**config.mk**
```make
export PLATFORM = sky130hd
export DESIGN_NAME = yuv_to_rgb_unit
export DESIGN_NICKNAME = d
export VERILOG_FILES = /design/src/rtl/yuv_to_rgb_unit.sv
export SDC_FILE = /design/constraint.sdc
export NUM_CORES = 1
export LEC_CHECK = 0
export CAP_MARGIN = 20
export CORE_UTILIZATION = 45
export DETAILED_ROUTE_END_ITERATION = 6
export SYNTH_ARGS = -nofsm -noshare
export SYNTH_HDL_FRONTEND = slang
export SYNTH_SLANG_ARGS = --single-unit
export TNS_END_PERCENT = 50
```
**constraint.sdc**
```tcl
create_clock -name clk -period 10.1 [get_ports clk]
set_input_delay 1.01 -clock clk [delete_from_list [all_inputs] [get_ports clk]]
set_output_delay 1.01 -clock clk [all_outputs]
set_load 0.05 [all_outputs]
```
**src/rtl/yuv_to_rgb_unit.sv**
```systemverilog
// Serial YUV->RGB converter. One shared 9x9 signed multiplier is time-multiplexed by the FSM,
// and pixels move over valid/ready handshakes on both sides.
module yuv_to_rgb_unit #(
  parameter int BITS = 9
) (
  input  logic            clk,
  input  logic            rst_n,
  input  logic [BITS-1:0] inportY,
  input  logic [BITS-1:0] inportU,
  input  logic [BITS-1:0] inportV,
  input  logic            in_valid,
  output logic            in_ready,
  output logic [BITS-1:0] outportR,
  output logic [BITS-1:0] outportG,
  output logic [BITS-1:0] outportB,
  output logic            out_valid,
  input  logic            out_ready
);

  typedef enum logic [2:0] {
    ST_IDLE   = 3'd0,
    ST_MUL_R  = 3'd1,
    ST_MUL_GU = 3'd2,
    ST_MUL_GV = 3'd3,
    ST_MUL_B  = 3'd4,
    ST_FIN    = 3'd5,
    ST_DONE   = 3'd6
  } state_t;

  // 359 and 454 do not fit a 9-bit signed operand, so they are split as 256 + 103 and 256 + 198;
  // the 256 part is a plain shift added alongside the product.
  localparam logic signed [8:0] COEF_R_LO = 9'sd103;
  localparam logic signed [8:0] COEF_GU   = 9'sd88;
  localparam logic signed [8:0] COEF_GV   = 9'sd183;
  localparam logic signed [8:0] COEF_B_LO = 9'sd198;

  state_t             state_r;
  state_t             state_next_s;
  logic        [7:0]  y_r;
  logic signed [8:0]  du_r;
  logic signed [8:0]  dv_r;
  logic signed [17:0] acc_r_r;
  logic signed [17:0] acc_g_r;
  logic signed [17:0] acc_b_r;
  logic        [7:0]  r_r;
  logic        [7:0]  g_r;
  logic        [7:0]  b_r;
  logic               out_valid_r;

  logic signed [8:0]  mul_coef_s;
  logic signed [8:0]  mul_opnd_s;
  logic signed [17:0] mul_prod_s;
  logic signed [17:0] du_x256_s;
  logic signed [17:0] dv_x256_s;
  logic signed [17:0] y_ext_s;
  logic signed [17:0] r_sum_s;
  logic signed [17:0] g_sum_s;
  logic signed [17:0] b_sum_s;
  logic               unused_hi_bits_s;

  function automatic logic [7:0] clamp_u8(input logic signed [17:0] v);
    logic [7:0] res;
    if (v < 18'sd0) begin
      res = 8'd0;
    end else if (v > 18'sd255) begin
      res = 8'd255;
    end else begin
      res = v[7:0];
    end
    return res;
  endfunction

  assign unused_hi_bits_s = ^{inportY[BITS-1:8], inportU[BITS-1:8], inportV[BITS-1:8]};

  assign mul_prod_s = mul_coef_s * mul_opnd_s;
  assign du_x256_s  = {du_r[8], du_r, 8'd0};
  assign dv_x256_s  = {dv_r[8], dv_r, 8'd0};
  assign y_ext_s    = {10'd0, y_r};
  assign r_sum_s    = y_ext_s + (acc_r_r >>> 8);
  assign g_sum_s    = y_ext_s - (acc_g_r >>> 8);
  assign b_sum_s    = y_ext_s + (acc_b_r >>> 8);

  assign in_ready  = (state_r == ST_IDLE);
  assign out_valid = out_valid_r;
  assign outportR  = {{(BITS-8){1'b0}}, r_r};
  assign outportG  = {{(BITS-8){1'b0}}, g_r};
  assign outportB  = {{(BITS-8){1'b0}}, b_r};

  // Multiplier operand selection by FSM state
  always_comb begin
    mul_coef_s = 9'sd0;
    mul_opnd_s = 9'sd0;
    case (state_r)
      ST_MUL_R:  begin mul_coef_s = COEF_R_LO; mul_opnd_s = dv_r; end
      ST_MUL_GU: begin mul_coef_s = COEF_GU;   mul_opnd_s = du_r; end
      ST_MUL_GV: begin mul_coef_s = COEF_GV;   mul_opnd_s = dv_r; end
      ST_MUL_B:  begin mul_coef_s = COEF_B_LO; mul_opnd_s = du_r; end
      default:   begin mul_coef_s = 9'sd0;     mul_opnd_s = 9'sd0; end
    endcase
  end

  // FSM next-state logic
  always_comb begin
    state_next_s = state_r;
    case (state_r)
      ST_IDLE: begin
        if (in_valid) begin
          state_next_s = ST_MUL_R;
        end else begin
          state_next_s = ST_IDLE;
        end
      end
      ST_MUL_R:  state_next_s = ST_MUL_GU;
      ST_MUL_GU: state_next_s = ST_MUL_GV;
      ST_MUL_GV: state_next_s = ST_MUL_B;
      ST_MUL_B:  state_next_s = ST_FIN;
      ST_FIN:    state_next_s = ST_DONE;
      ST_DONE: begin
        if (out_ready) begin
          state_next_s = ST_IDLE;
        end else begin
          state_next_s = ST_DONE;
        end
      end
      default:   state_next_s = ST_IDLE;
    endcase
  end

  // FSM state register
  always_ff @(posedge clk) begin
    if (rst_n) begin
      state_r <= ST_IDLE;
    end else begin
      state_r <= state_next_s;
    end
  end

  // Datapath: operand latch, term accumulation, clamp and output registers
  always_ff @(posedge clk) begin
    if (rst_n) begin
      y_r         <= 8'd0;
      du_r        <= 9'sd0;
      dv_r        <= 9'sd0;
      acc_r_r     <= 18'sd0;
      acc_g_r     <= 18'sd0;
      acc_b_r     <= 18'sd0;
      r_r         <= 8'd0;
      g_r         <= 8'd0;
      b_r         <= 8'd0;
      out_valid_r <= 1'b0;
    end else begin
      case (state_r)
        ST_IDLE: begin
          if (in_valid) begin
            y_r  <= inportY[7:0];
            du_r <= {1'b0, inportU[7:0]} - 9'd128;
            dv_r <= {1'b0, inportV[7:0]} - 9'd128;
          end
        end
        ST_MUL_R:  acc_r_r <= dv_x256_s + mul_prod_s;
        ST_MUL_GU: acc_g_r <= mul_prod_s;
        ST_MUL_GV: acc_g_r <= acc_g_r + mul_prod_s;
        ST_MUL_B:  acc_b_r <= du_x256_s + mul_prod_s;
        ST_FIN: begin
          r_r         <= clamp_u8(r_sum_s);
          g_r         <= clamp_u8(g_sum_s);
          b_r         <= clamp_u8(b_sum_s);
          out_valid_r <= 1'b1;
        end
        ST_DONE: begin
          if (out_ready) begin
            out_valid_r <= 1'b0;
          end
        end
        default: out_valid_r <= 1'b0;
      endcase
    end
  end

endmodule

```
-- Word level (Yosys, flattened, before mapping)
Index checks and enable logic that the tools add are counted.
- bits of input ports: 31
- output and inout bits: 29
- flip-flop bits (word level): 108
- logic and storage cells: 55
- reduce and logical (&&, ||, !) cells: 7
- add/sub/neg operators: 8
- muxes and demuxes: 14
- $lt $le $gt $ge: 6
- $mul: 1
- bitwise gates (word level): 1
- equal/unequal tests: 7
- operators by type and width (operator ; number):
    2-to-1 mux 8 bit ; 6
    adder 17 x 18 -> 18 bit ; 2
    case mux 18 bit (2 select lines) ; 1
    greater-than comparator 11 x 9 -> 1 bit (second input constant) ; 3
    less-than comparator 11 x 1 -> 1 bit (second input constant) ; 3
    case mux 8 bit (4 select lines) ; 1
    adder 9 x 10 -> 11 bit ; 2
    case mux 3 bit (7 select lines) ; 1
    adder 18 bit ; 1
    multiplier 9 x 9 -> 18 bit ; 1
    case mux 9 bit (2 select lines) ; 1
    subtractor 8 x 8 -> 9 bit (second input constant) ; 2
    subtractor 9 x 10 -> 11 bit ; 1
    == test 3 bit (second input constant) ; 3
    == test 3 x 2 -> 1 bit (second input constant) ; 2
    OR reduction 5 bit ; 1
    AND reduction 2 bit ; 2
    OR reduction 2 bit ; 2
    == test 3 x 1 -> 1 bit (second input constant) ; 1
    zero test 3 bit ; 1
    2-to-1 mux 3 bit ; 1
    case mux 1 bit (3 select lines) ; 1
    2-to-1 mux 1 bit ; 2
    != test 2 bit (second input constant) ; 1
    other kinds (2) ; 2

-- Logic depth before layout (Yosys ltp)
Gate-level depths: netlist of run 1.
- depth after elaboration: 6
- gate-level depth with buffers: 32
- mapped depth without buffers: 30

-- Least setup slack after synthesis of run 1
OpenSTA, ideal clock, no wires.
- path type: reg-to-reg
- start: register state_r[0]
- end: register acc_g_r[17]
- period minus slack after synthesis: 7.391 ns
- library setup time: 0.070 ns
- arrival time: 7.321 ns
- data required time: 10.030 ns
- cell stages (with the launch flop): 29
- path buffers: 3
- path slack: 2.709 ns
- path through: dfxtp_1 clkbuf_1 clkbuf_1 nand2b_1 nor2_1 clkbuf_1 a22oi_1 fa_1 inv_1 fa_1 inv_1 fa_1 fa_1 inv_1 ha_1 ha_1 nor2b_1 o31ai_1 a21boi_0 ha_1 o21a_1 nor2_1 nor2_1 o31ai_1 nand2_1 a21o_1 a21oi_1 mux4_2 a21oi_1
- word-level cells in the longest chain between the ends: 6
- elaborated cells between the ends (all ways): 12
- classes of those cells: add/sub: 1; mul: 1; eq/ne: 4; mux: 3; reduce/logical: 3
- ends and longest elaborated chain (what ; RTL line ; text):
    from (decl) ; 37 ; state_t state_r;
    from (signal assigned) ; 134 ; state_r <= state_next_s;
    == test 3 bit, or another cell as far along ; 93 ; case (state_r)
    OR reduction 2 bit (no line) ; -- ;
    case mux 9 bit (2 select lines) ; 93 ;
    multiplier 9 x 9 -> 18 bit ; 75 ; assign mul_prod_s = mul_coef_s * mul_opnd_s;
    adder 18 bit ; 162 ; ST_MUL_GV: acc_g_r <= acc_g_r + mul_prod_s;
    case mux 18 bit (2 select lines) ; 152 ; case (state_r)
    to (signal assigned) ; 161 ; ST_MUL_GU: acc_g_r <= mul_prod_s;
    to (signal assigned) ; 162 ;
    to (decl) ; 43 ; logic signed [17:0] acc_g_r;
Parallel ways exist; a longest one is shown, timed or not.
A chain may end at the register's enable or synchronous reset.

-- Final worst setup path of run 1
Same ends and word-level chain as after synthesis.

==> results of run 1 <==
==> layout by cell type, fill, tap and decap left out, drive strengths merged, types with 10 or more instances in the layout <==
cell type,instances
o21ai,28
nor2,57
ha,111
a21o,17
o21a,11
fa,48
dfxtp,90
nand2,150
xnor2,48
buf,13
clkbuf,10
a211oi,29
inv,108
nand3,12
clkdlybuf4s50,52
mux2i,12
nor2b,15
a21oi,119
nor3,15
==> logic make-up after synthesis <==
family | Yosys count | share of synthesized area
XOR/XNOR | 55 | 0.0568
AND/OR/NAND/NOR | 281 | 0.144
buffers and inverters | 150 | 0.0686
multiplexers | 20 | 0.0261
adder cells (fa/ha/maj) | 159 | 0.277
other | 1 | 0.000442
AO/OA/AOI/OAI | 280 | 0.214
flip-flops | 90 | 0.213
==> cell type report <==
class                      instances  area (um2)
tap                              229         287
clock inverter                     6        72.6
multi-input combinational        798        6100
fill                            1800        8700
sequential                        90        1800
timing repair buffer              65         616
inverter                         105         394
clock buffer                      10         229
==> routing by layer <==
| metal | vias up | share of wire | GRT usage |
|---|---|---|---|
| met5 | - | 0 | 0 |
| met4 | 0 | 0.021 | 0.0678 |
| met3 | 31 | 0.038 | 0.0262 |
| met2 | 154 | 0.46 | 0.376 |
| met1 | 3221 | 0.48 | 0.292 |
| li1 | 3640 | - | - |
==> stage by stage <==
step | cell area (um2) | cells
after floorplan | 8480 | 1038
after global placement | 9200 | 1287
after detailed placement | 9200 | 1287
after CTS | 9500 | 1303
after global routing | 9500 | 1303
final | 9500 | 1303
==> tightest hold or removal path, delay by kind of cell, from the launching register on <==
family / cells / cell delay (ps)
AND/OR/NAND/NOR: 1 / 50
AO/OA/AOI/OAI: 1 / 50
flip-flops: 1 / 310
==> final timing paths <==
| check | from | endpoint | slack (ps) | depth (start not counted) |
|---|---|---|---|---|
| max reg2reg | state_r[0] | acc_g_r[17] | 1380 | 29 |
| min reg2reg | acc_r_r[12] | acc_r_r[12] | 460 | 2 |
| min | acc_r_r[12] | acc_r_r[12] | 460 | 2 |
| max | state_r[0] | acc_g_r[17] | 1380 | 29 |
==> synth_stat cells, drive strengths merged (2+ instances only) <==
library cell / instances / share of area
ha: 111 / 0.16
clkbuf: 38 / 0.017
nand2b: 5 / 0.0037
fa: 48 / 0.11
dfxtp: 90 / 0.21
a21o: 17 / 0.015
o311a: 3 / 0.0035
o211ai: 5 / 0.0044
o41ai: 3 / 0.0031
nor2b: 15 / 0.011
a311oi: 7 / 0.0080
and2: 9 / 0.0066
a22o: 8 / 0.0083
a21oi: 119 / 0.072
and4b: 2 / 0.0024
a21bo: 2 / 0.0024
nand2: 150 / 0.066
a22oi: 7 / 0.0062
a221oi: 8 / 0.0083
o21a: 11 / 0.0097
a21boi: 6 / 0.0053
o2111ai: 2 / 0.0021
and3: 4 / 0.0030
mux2i: 12 / 0.014
nand3b: 2 / 0.0018
a211oi: 29 / 0.026
or2: 2 / 0.0015
inv: 105 / 0.046
nor2: 57 / 0.025
a211o: 2 / 0.0021
or3: 3 / 0.0022
o21ai: 28 / 0.017
xnor2: 48 / 0.050
a31oi: 5 / 0.0037
nand3: 12 / 0.0071
nor3: 15 / 0.0089
or4: 2 / 0.0018
mux2: 7 / 0.0093
xor2: 7 / 0.0072
o31ai: 3 / 0.0027
o21bai: 8 / 0.0071
buf: 7 / 0.0053
==> registers in the layout (all words and copies together) (netlist names) <==
| signal | flops |
|---|---|
| acc_b_r | 10 |
| acc_g_r | 18 |
| acc_r_r | 10 |
| b_r | 8 |
| du_r | 8 |
| dv_r | 8 |
| g_r | 8 |
| out_valid | 1 |
| r_r | 8 |
| state_r | 3 |
| y_r | 8 |
==> where the power goes <==
group	switching, uW	internal (uW)
Sequential	33.3	373
Combinational	208	154
Clock	163	196
==> run metrics, run 1 <==
status=complete, but fails checks; violated checks=design-rule violations; DR pass1 iterations=7; Clock Latency Late Sink=~350 ps; syn avg cell area=8.18 um2; number of global-route vias before repair=6627; total CTS buffers=9; Clk Tree Root Cell=clkbuf_16; DRC=8; initial antenna violation count=0; max_cap viols=0; RSZ-0062 raised after global routing=no; dominant register cell in the synthesized netlist=dfxtp_1; final WL=20700 um; antenna viol nets, final=0; Final Hold Vio Count=0; die area=19400 um2; hpwl dp=16000 um; Leak=0.00425 uW; critical setup path kind=reg2reg; Final TNS setup=0 ps; final clock skew=roughly 6 ps; first-pass GRT wire length=34000 um; CP arrival=about 9000 ps; gpl congestion=0.846; Post-synth EDFFs=0; Layout area overhead=12.1%; Top Ports=60; die height=around 140 um; drt wl/cell=15.9 um; total power draw=1130 uW; Slew Viols, Final=0; Antenna Cells=0; max incr delay on CP=970 ps; Synth Cell Area=8480 um2; drt initial violations=~450; Worst Path Max Fanout=42; hold_ws=between 400 and 500 ps; GRT Util Overall=0.221; ys async rst share=0; Max clock buf depth=2; yosys synthesis warning count=0; CTS tree=done; worst setup margin=1380 ps; fin nets=between 1000 and 1500; total global routing overflow=0; Post-Synthesis Cells=1036; Setup Viol. Count Final=0; htree depth=3; share of cells above drive strength 1=0.0447; peak supply drop=~0.097 mV; DR vias/cell=5.41; delay-heaviest family, CP=adder cells; worst hold path type=reg2reg; Worst Max-Slew Pin Slew=1210 ps; Critical-path top delay cell=dfxtp_2; final worst-path cycle share=0.863; cts repair resizes=0; Final min period=8720 ps; post-place setup slack=between 1000 and 1500 ps; Port Buf Inserts=53; die width=139 um; setup bufs post-CTS=0; Worst-path clk slew=70 ps; CTS Hold Bufs=0; pwr dens=between 100 and 150 nW/um2; sequential area share after synthesis=0.213; Slew headroom=0.193; cell mode on critical path=fa_1; final design utilization=0.522; largest net degree at the start of global routing=71; Initial Utilization=0.466; CP startpoint kind=flip-flop; Rows=49; WP data required=10370 ps; register bit count reported by yosys=90; CP endpoint kind=flip-flop; Sink Count=90; core area=between 15000 and 20000 um2; routed via count=7046; Netlist cell types=61; fmax=115 MHz; Buf/Inv on CP=4
No activity file was read; power rests on OpenSTA's default activity.
==> run 2, diff against run 1 <==
--- a/config.mk
+++ b/config.mk
@@ -7,7 +7,9 @@
 export LEC_CHECK = 0
 export CAP_MARGIN = 20
 export CORE_UTILIZATION = 45
+export CTS_CLUSTER_DIAMETER = 200
 export DETAILED_ROUTE_END_ITERATION = 6
+export REMOVE_ABC_BUFFERS = 1
 export SYNTH_ARGS = -nofsm -noshare
 export SYNTH_HDL_FRONTEND = slang
 export SYNTH_SLANG_ARGS = --single-unit
==> run metrics, run 2 (synthesis gave the netlist of run 1 again) <==
status=complete, but fails checks (unchanged); violated checks=design-rule violations (unchanged); htree depth=3 (unchanged); Final Hold Vio Count=0 (unchanged); Top Registers=acc_g_r (18), acc_b_r (10), acc_r_r (10) (unchanged); Combinational Power Share=0.318 (was 0.321); DR pass1 iterations=7 (unchanged); hold_ws=456 ps (was 455 ps); Layout area overhead=12.8% (was 12.1%); max reg flops=18 (unchanged); die area=19400 um2 (unchanged); final worst-path cycle share=0.820 (was 0.863); GRT met1 Usage=0.292 (about the same); busiest grt layer=met2 (unchanged); Port Buf Inserts=53 (unchanged); core area=18200 um2 (unchanged); commonest non-fill, non-tap cell in the layout=nand2_1 (unchanged); drt wl/cell=15.8 um (was 15.9 um); CTS tree=done (unchanged); total CTS buffers=9 (unchanged); fmax=121 MHz (was 115 MHz); Clk Tree Root Cell=clkbuf_16 (unchanged); largest net degree at the start of global routing=51 (was 71); Buf/Inv on CP=5 (was 4); Worst-path clk slew=80 ps (was 70 ps); worst hold path depth=2 (unchanged); Worst R2R Path Depth=29 (unchanged); total global routing overflow=0 (unchanged); CP startpoint kind=flip-flop (unchanged); Initial Utilization=0.466 (unchanged); Critical-path top delay cell=fa_1 (was dfxtp_2); R2R setup slack=1810 ps (was 1380 ps); Worst Path Max Fanout=15 (was 42); worst hold path type=reg2reg (unchanged); fin nets=1263 (was 1259); die width=139 um (unchanged); Setup Viol. Count Final=0 (unchanged); final WL=20700 um (about the same); Clock Latency Late Sink=360 ps (was 350 ps); Antenna Cells=0 (unchanged); Slew Viols, Final=0 (unchanged); Worst Max-Slew Pin Slew=1100 ps (was 1210 ps); CTS Hold Bufs=0 (unchanged); CP endpoint kind=flip-flop (unchanged); pwr dens=119 nW/um2 (about the same); final clock skew=7.32 ps (was 5.99 ps); met2 Use GR=0.387 (was 0.376); max_cap viols=0 (unchanged); Leak=0.00427 uW (was 0.00425 uW); CP arrival=8570 ps (was 8990 ps); post-route insts no fill=1307 (was 1303); Final min period=8290 ps (was 8720 ps); Psw=409 uW (was 405 uW); hpwl dp=15900 um (was 16000 um); Top Ports=60 (unchanged); total power draw=1140 uW (was 1130 uW); number of global-route vias before repair=6695 (was 6627); grt met3 use=0.0375 (was 0.0262); Switching Share=0.360 (was 0.359); most flop-heavy register=acc_g_r (unchanged); antenna viol nets, final=0 (unchanged); Rows=49 (unchanged); Worst Hold End=acc_r_r[12] (unchanged); WP data required=10380 ps (was 10370 ps); peak supply drop=0.121 mV (was 0.0974 mV); cts repair resizes=0 (unchanged); most frequent cells in the layout=nand2_1 (150), a21oi_1 (115), ha_1 (111), inv_1 (104), dfxtp_1 (89) (unchanged); gpl congestion=0.864 (was 0.846); drt initial violations=323 (was 451); min-delay src=acc_r_r[12] (unchanged); initial antenna violation count=0 (unchanged); post-place setup slack=1860 ps (was 1400 ps); Slew headroom=0.265 (was 0.193); max incr delay on CP=530 ps (was 970 ps); first-pass GRT wire length=34500 um (was 34000 um); share of cells above drive strength 1=0.0492 (was 0.0447); die height=139 um (unchanged); DRC=10 (was 8); Sink Count=90 (unchanged); Final TNS setup=0 ps (unchanged); # fillers=1783 (was 1800); DR vias/cell=5.46 (was 5.41); clock power share=0.327 (was 0.319); Sequential Power Share=0.355 (was 0.360); critical setup path kind=reg2reg (unchanged); cell mode on critical path=fa_1 (unchanged); delay-heaviest family, CP=adder cells (unchanged); r2r endpoint=acc_g_r[17] (unchanged); setup bufs post-CTS=0 (unchanged); GRT Util Overall=0.226 (was 0.221); RSZ-0062 raised after global routing=no (unchanged); RR Startpoint=state_r[2] (was state_r[0]); internal power=727 uW (was 723 uW); Max clock buf depth=2 (unchanged); worst setup margin=1810 ps (was 1380 ps); Post-Place Cells=1290 (was 1287); routed via count=7131 (was 7046)
## run 2: changes by cell type in the layout (fill, tap and decap cells not counted), sizes merged
cell	before	now
clkinvlp	0	1
buf	13	17
inv	108	109
clkinv	2	1
clkbuf	10	9
## run 2: through the flow
stage / cell area [um2] / util
floorplan: 8300 / -
global placement: 9230 / 0.507
detailed placement: 9230 / 0.507
CTS: 9540 / 0.524
global route: 9560 / 0.525
finish: 9560 / 0.525
## run 2: worst register-to-register path, delay by kind of cell, from the launching register on
kind | cells | cell delay, ps
adder cells (fa/ha/maj) | 7 | 3250
AO/OA/AOI/OAI | 9 | 2180
AND/OR/NAND/NOR | 6 | 1130
multiplexers | 1 | 510
buffers and inverters | 5 | 630
XOR/XNOR | 1 | 60
flip-flops | 1 | 450
## run 2: area by class of cell
type                            instances  area, um2  share of cell area
Inverter                              105        394              0.0412
Clock inverter                          7       93.8             0.00982
Tap cell                              229        287              0.0300
Clock buffer                            9        225              0.0236
Sequential cell                        90       1800               0.189
Multi-Input combinational cell        798       6100               0.638
Timing Repair Buffer                   69        653              0.0683
## run 2: worst max-delay path by stage
stage / start / end / cells past startpoint / slack [ps]
2_1_floorplan: state_r[0] / acc_g_r[17] / 28 / 2070
5_1_grt: state_r[1] / acc_g_r[17] / 29 / 1240
3_3_place_gp: state_r[2] / acc_g_r[17] / 29 / 1910
6_report: state_r[2] / acc_g_r[17] / 29 / 1810
4_1_cts: state_r[2] / acc_g_r[17] / 29 / 1830
3_5_place_dp: state_r[2] / acc_g_r[17] / 29 / 1860
## run 2: routing by layer
metal  vias to the layer above  routed length, um
li1                       3654                  -
met1                      3308               9870
met2                       150               9750
met3                        19                753
met4                         0                328
met5                         -                  0
## run 2: power by group through the flow
| stage | combinational [uW] | clock [uW] | sequential, uW |
|---|---|---|---|
| finish | 361 | 372 | 403 |
| global route | 412 | 396 | 406 |
| CTS | 363 | 383 | 403 |
| detailed placement | 360 | 0 | 412 |
| global placement | 359 | 0 | 412 |
| floorplan | 262 | 0 | 402 |
==> run 3, diff against run 2 <==
--- a/config.mk
+++ b/config.mk
@@ -9,6 +9,7 @@
 export CORE_UTILIZATION = 45
 export CTS_CLUSTER_DIAMETER = 200
 export DETAILED_ROUTE_END_ITERATION = 6
+export PLACE_DENSITY = 0.66
 export REMOVE_ABC_BUFFERS = 1
 export SYNTH_ARGS = -nofsm -noshare
 export SYNTH_HDL_FRONTEND = slang
==> constraint.sdc (replaced) <==
create_clock -name clk -period 6.74 [get_ports clk]
set_input_delay 0.674 -clock clk [delete_from_list [all_inputs] [get_ports clk]]
set_output_delay 0.674 -clock clk [all_outputs]
set_load 0.05 [all_outputs]
==> run metrics, run 3 (synthesis gave the netlist of run 1 again) <==
max reg flops=18 (unchanged); peak supply drop=0.127 mV (was 0.121 mV); r2r endpoint=acc_g_r[17] (unchanged); DRC=7 (was 10); crit path from=state_r[0] (was state_r[2]); CTS tree=done (unchanged); # fillers=1628 (was 1783); Final min period=6580 ps (was 8290 ps); drt wl/cell=15.9 um (was 15.8 um); htree depth=3 (unchanged); number of global-route vias before repair=7384 (was 6695); CP startpoint kind=flip-flop (unchanged); initial antenna violation count=0 (unchanged); hpwl dp=17000 um (was 15900 um); worst hold path type=reg2reg (unchanged); commonest non-fill, non-tap cell in the layout=nand2_1 (unchanged); RR Startpoint=state_r[0] (was state_r[2]); Sink Count=90 (unchanged); total CTS buffers=9 (unchanged); Initial Utilization=0.466 (unchanged); CTS Hold Bufs=0 (unchanged); Top Ports=60 (unchanged); Setup Viol. Count Final=0 (unchanged); largest net degree at the start of global routing=67 (was 51); gpl congestion=0.919 (was 0.864); WP data required=7030 ps (was 10380 ps); drt initial violations=382 (was 323); Worst Max-Slew Pin Slew=1110 ps (was 1100 ps); Leak=0.00479 uW (was 0.00427 uW); fmax=152 MHz (was 121 MHz); worst setup margin=160 ps (was 1810 ps); most frequent cells in the layout=nand2_1 (146), a21oi_1 (106), ha_1 (103), inv_1 (102), buf_4 (100) (was nand2_1 (150), a21oi_1 (115), ha_1 (111), inv_1 (104), dfxtp_1 (89)); first-pass GRT wire length=36300 um (was 34500 um); Clk Tree Root Cell=clkbuf_16 (unchanged); pwr dens=164 nW/um2 (was 119 nW/um2); CP endpoint kind=flip-flop (unchanged); DR pass1 iterations=7 (unchanged); Final TNS setup=0 ps (unchanged); Slew Viols, Final=0 (unchanged); max_cap viols=0 (unchanged); fin area=10600 um2 (was 9560 um2); GRT Util Overall=0.235 (was 0.226); violated checks=design-rule violations (unchanged); final WL=22200 um (was 20700 um); fin nets=1355 (was 1263); worst hold path depth=2 (unchanged); die height=139 um (unchanged); Placed Area=9860 um2 (was 9230 um2); antenna viol nets, final=0 (unchanged); die area=19400 um2 (unchanged); Worst-path clk slew=70 ps (was 80 ps); Slew headroom=0.261 (was 0.265); Rows=49 (unchanged); share of cells above drive strength 1=0.166 (was 0.0492); Worst R2R Path Depth=26 (was 29); Clock Latency Late Sink=370 ps (was 360 ps); total global routing overflow=0 (unchanged); final worst-path cycle share=0.976 (was 0.820); routed via count=7611 (was 7131); most flop-heavy register=acc_g_r (unchanged); Port Buf Inserts=53 (unchanged); Antenna Cells=0 (unchanged); Top Registers=acc_g_r (18), acc_b_r (10), acc_r_r (10) (unchanged); status=complete, but fails checks (unchanged); min-delay src=acc_r_r[12] (unchanged); Final Hold Vio Count=0 (unchanged); DR vias/cell=5.44 (was 5.46); final clock skew=15.3 ps (was 7.32 ps); critical setup path kind=reg2reg (unchanged); R2R setup slack=160 ps (was 1810 ps); die width=139 um (unchanged); Max clock buf depth=2 (unchanged); CP arrival=6870 ps (was 8570 ps); post-place setup slack=-229 ps (was 1860 ps); Layout area overhead=24.6% (was 12.8%); core area=18200 um2 (unchanged); Worst Path Max Fanout=8 (was 15); crit path to=acc_g_r[17] (unchanged)
-- run 3: changes by cell type in the layout (fill, tap and decap cells not counted), moves of 6 or more --
cell     delta
ha_1        -8
ha_4        +7
buf_4      +85
buf_6       +6
a21oi_1     -9
a21oi_2     +8
-- run 3: power breakdown --
part | total (uW) | switching [uW] | internal (uW)
clock | 494 | 239 | 255
combinational | 649 | 351 | 298
sequential | 593 | 34.1 | 558
-- run 3: critical path, cell delays in order, from the launching register on --
cell and delay [ps]:
dfxtp_4 380, buf_4 160, nand2b_1 90, nor2_1 40
buf_4 150, buf_4 160, a22o_1 200, fa_1 500
fa_1 550, fa_1 460, fa_1 490, ha_1 340
ha_4 280, or2_2 120, o31a_1 190, o41ai_4 100
o21ba_2 220, xnor2_2 150, ha_1 320, a21o_1 180
a21o_1 220, a21oi_4 140, nand2_1 70, a21o_1 170
a21oi_2 160, mux4_2 520, a21oi_2 130
-- run 3: layout make-up --
| class | count | area [um2] | share of cell area |
|---|---|---|---|
| multi-input combinational | 798 | 6420 | 0.607 |
| tap | 229 | 287 | 0.0271 |
| inverter | 105 | 394 | 0.0373 |
| clock inverter | 6 | 50.0 | 0.00474 |
| clock buffer | 10 | 229 | 0.0217 |
| timing repair buffer | 161 | 1370 | 0.130 |
| sequential | 90 | 1810 | 0.172 |
-- run 3: stage by stage --
stage,power [uW],utilization,hold slack (ps),instances
2_1_floorplan,996,-,430,993
4_1_cts,1710,0.561,458,1392
5_1_grt,1850,0.580,475,1399
3_5_place_dp,1210,0.541,451,1374
6_report,1740,0.580,457,1399
3_3_place_gp,1200,0.541,444,1374
-- run 3: what timing repair did --
| item | 4_1_cts | 5_1_grt |
|---|---|---|
| gates resized for setup | 15 | 59 |
| pin swaps | 10 | 39 |
| setup buffers | 2 | 7 |
| endpoints found under the hold margin | 0 | 0 |
| endpoints found under the setup margin | 5 | 14 |
-- run 3: worst min-delay path by stage --
stage,end
floorplan,acc_b_r[11]
global placement,acc_r_r[15]
detailed placement,acc_r_r[15]
CTS,acc_r_r[15]
global route,acc_r_r[12]
finish,acc_r_r[12]
-- run 3: per-layer routing --
metal	vias up	part of all wire	global-route usage
met5	-	0	0
met4	0	0.023	0.0754
met3	38	0.032	0.0379
met2	142	0.49	0.412
met1	3594	0.46	0.293
li1	3837	-	-
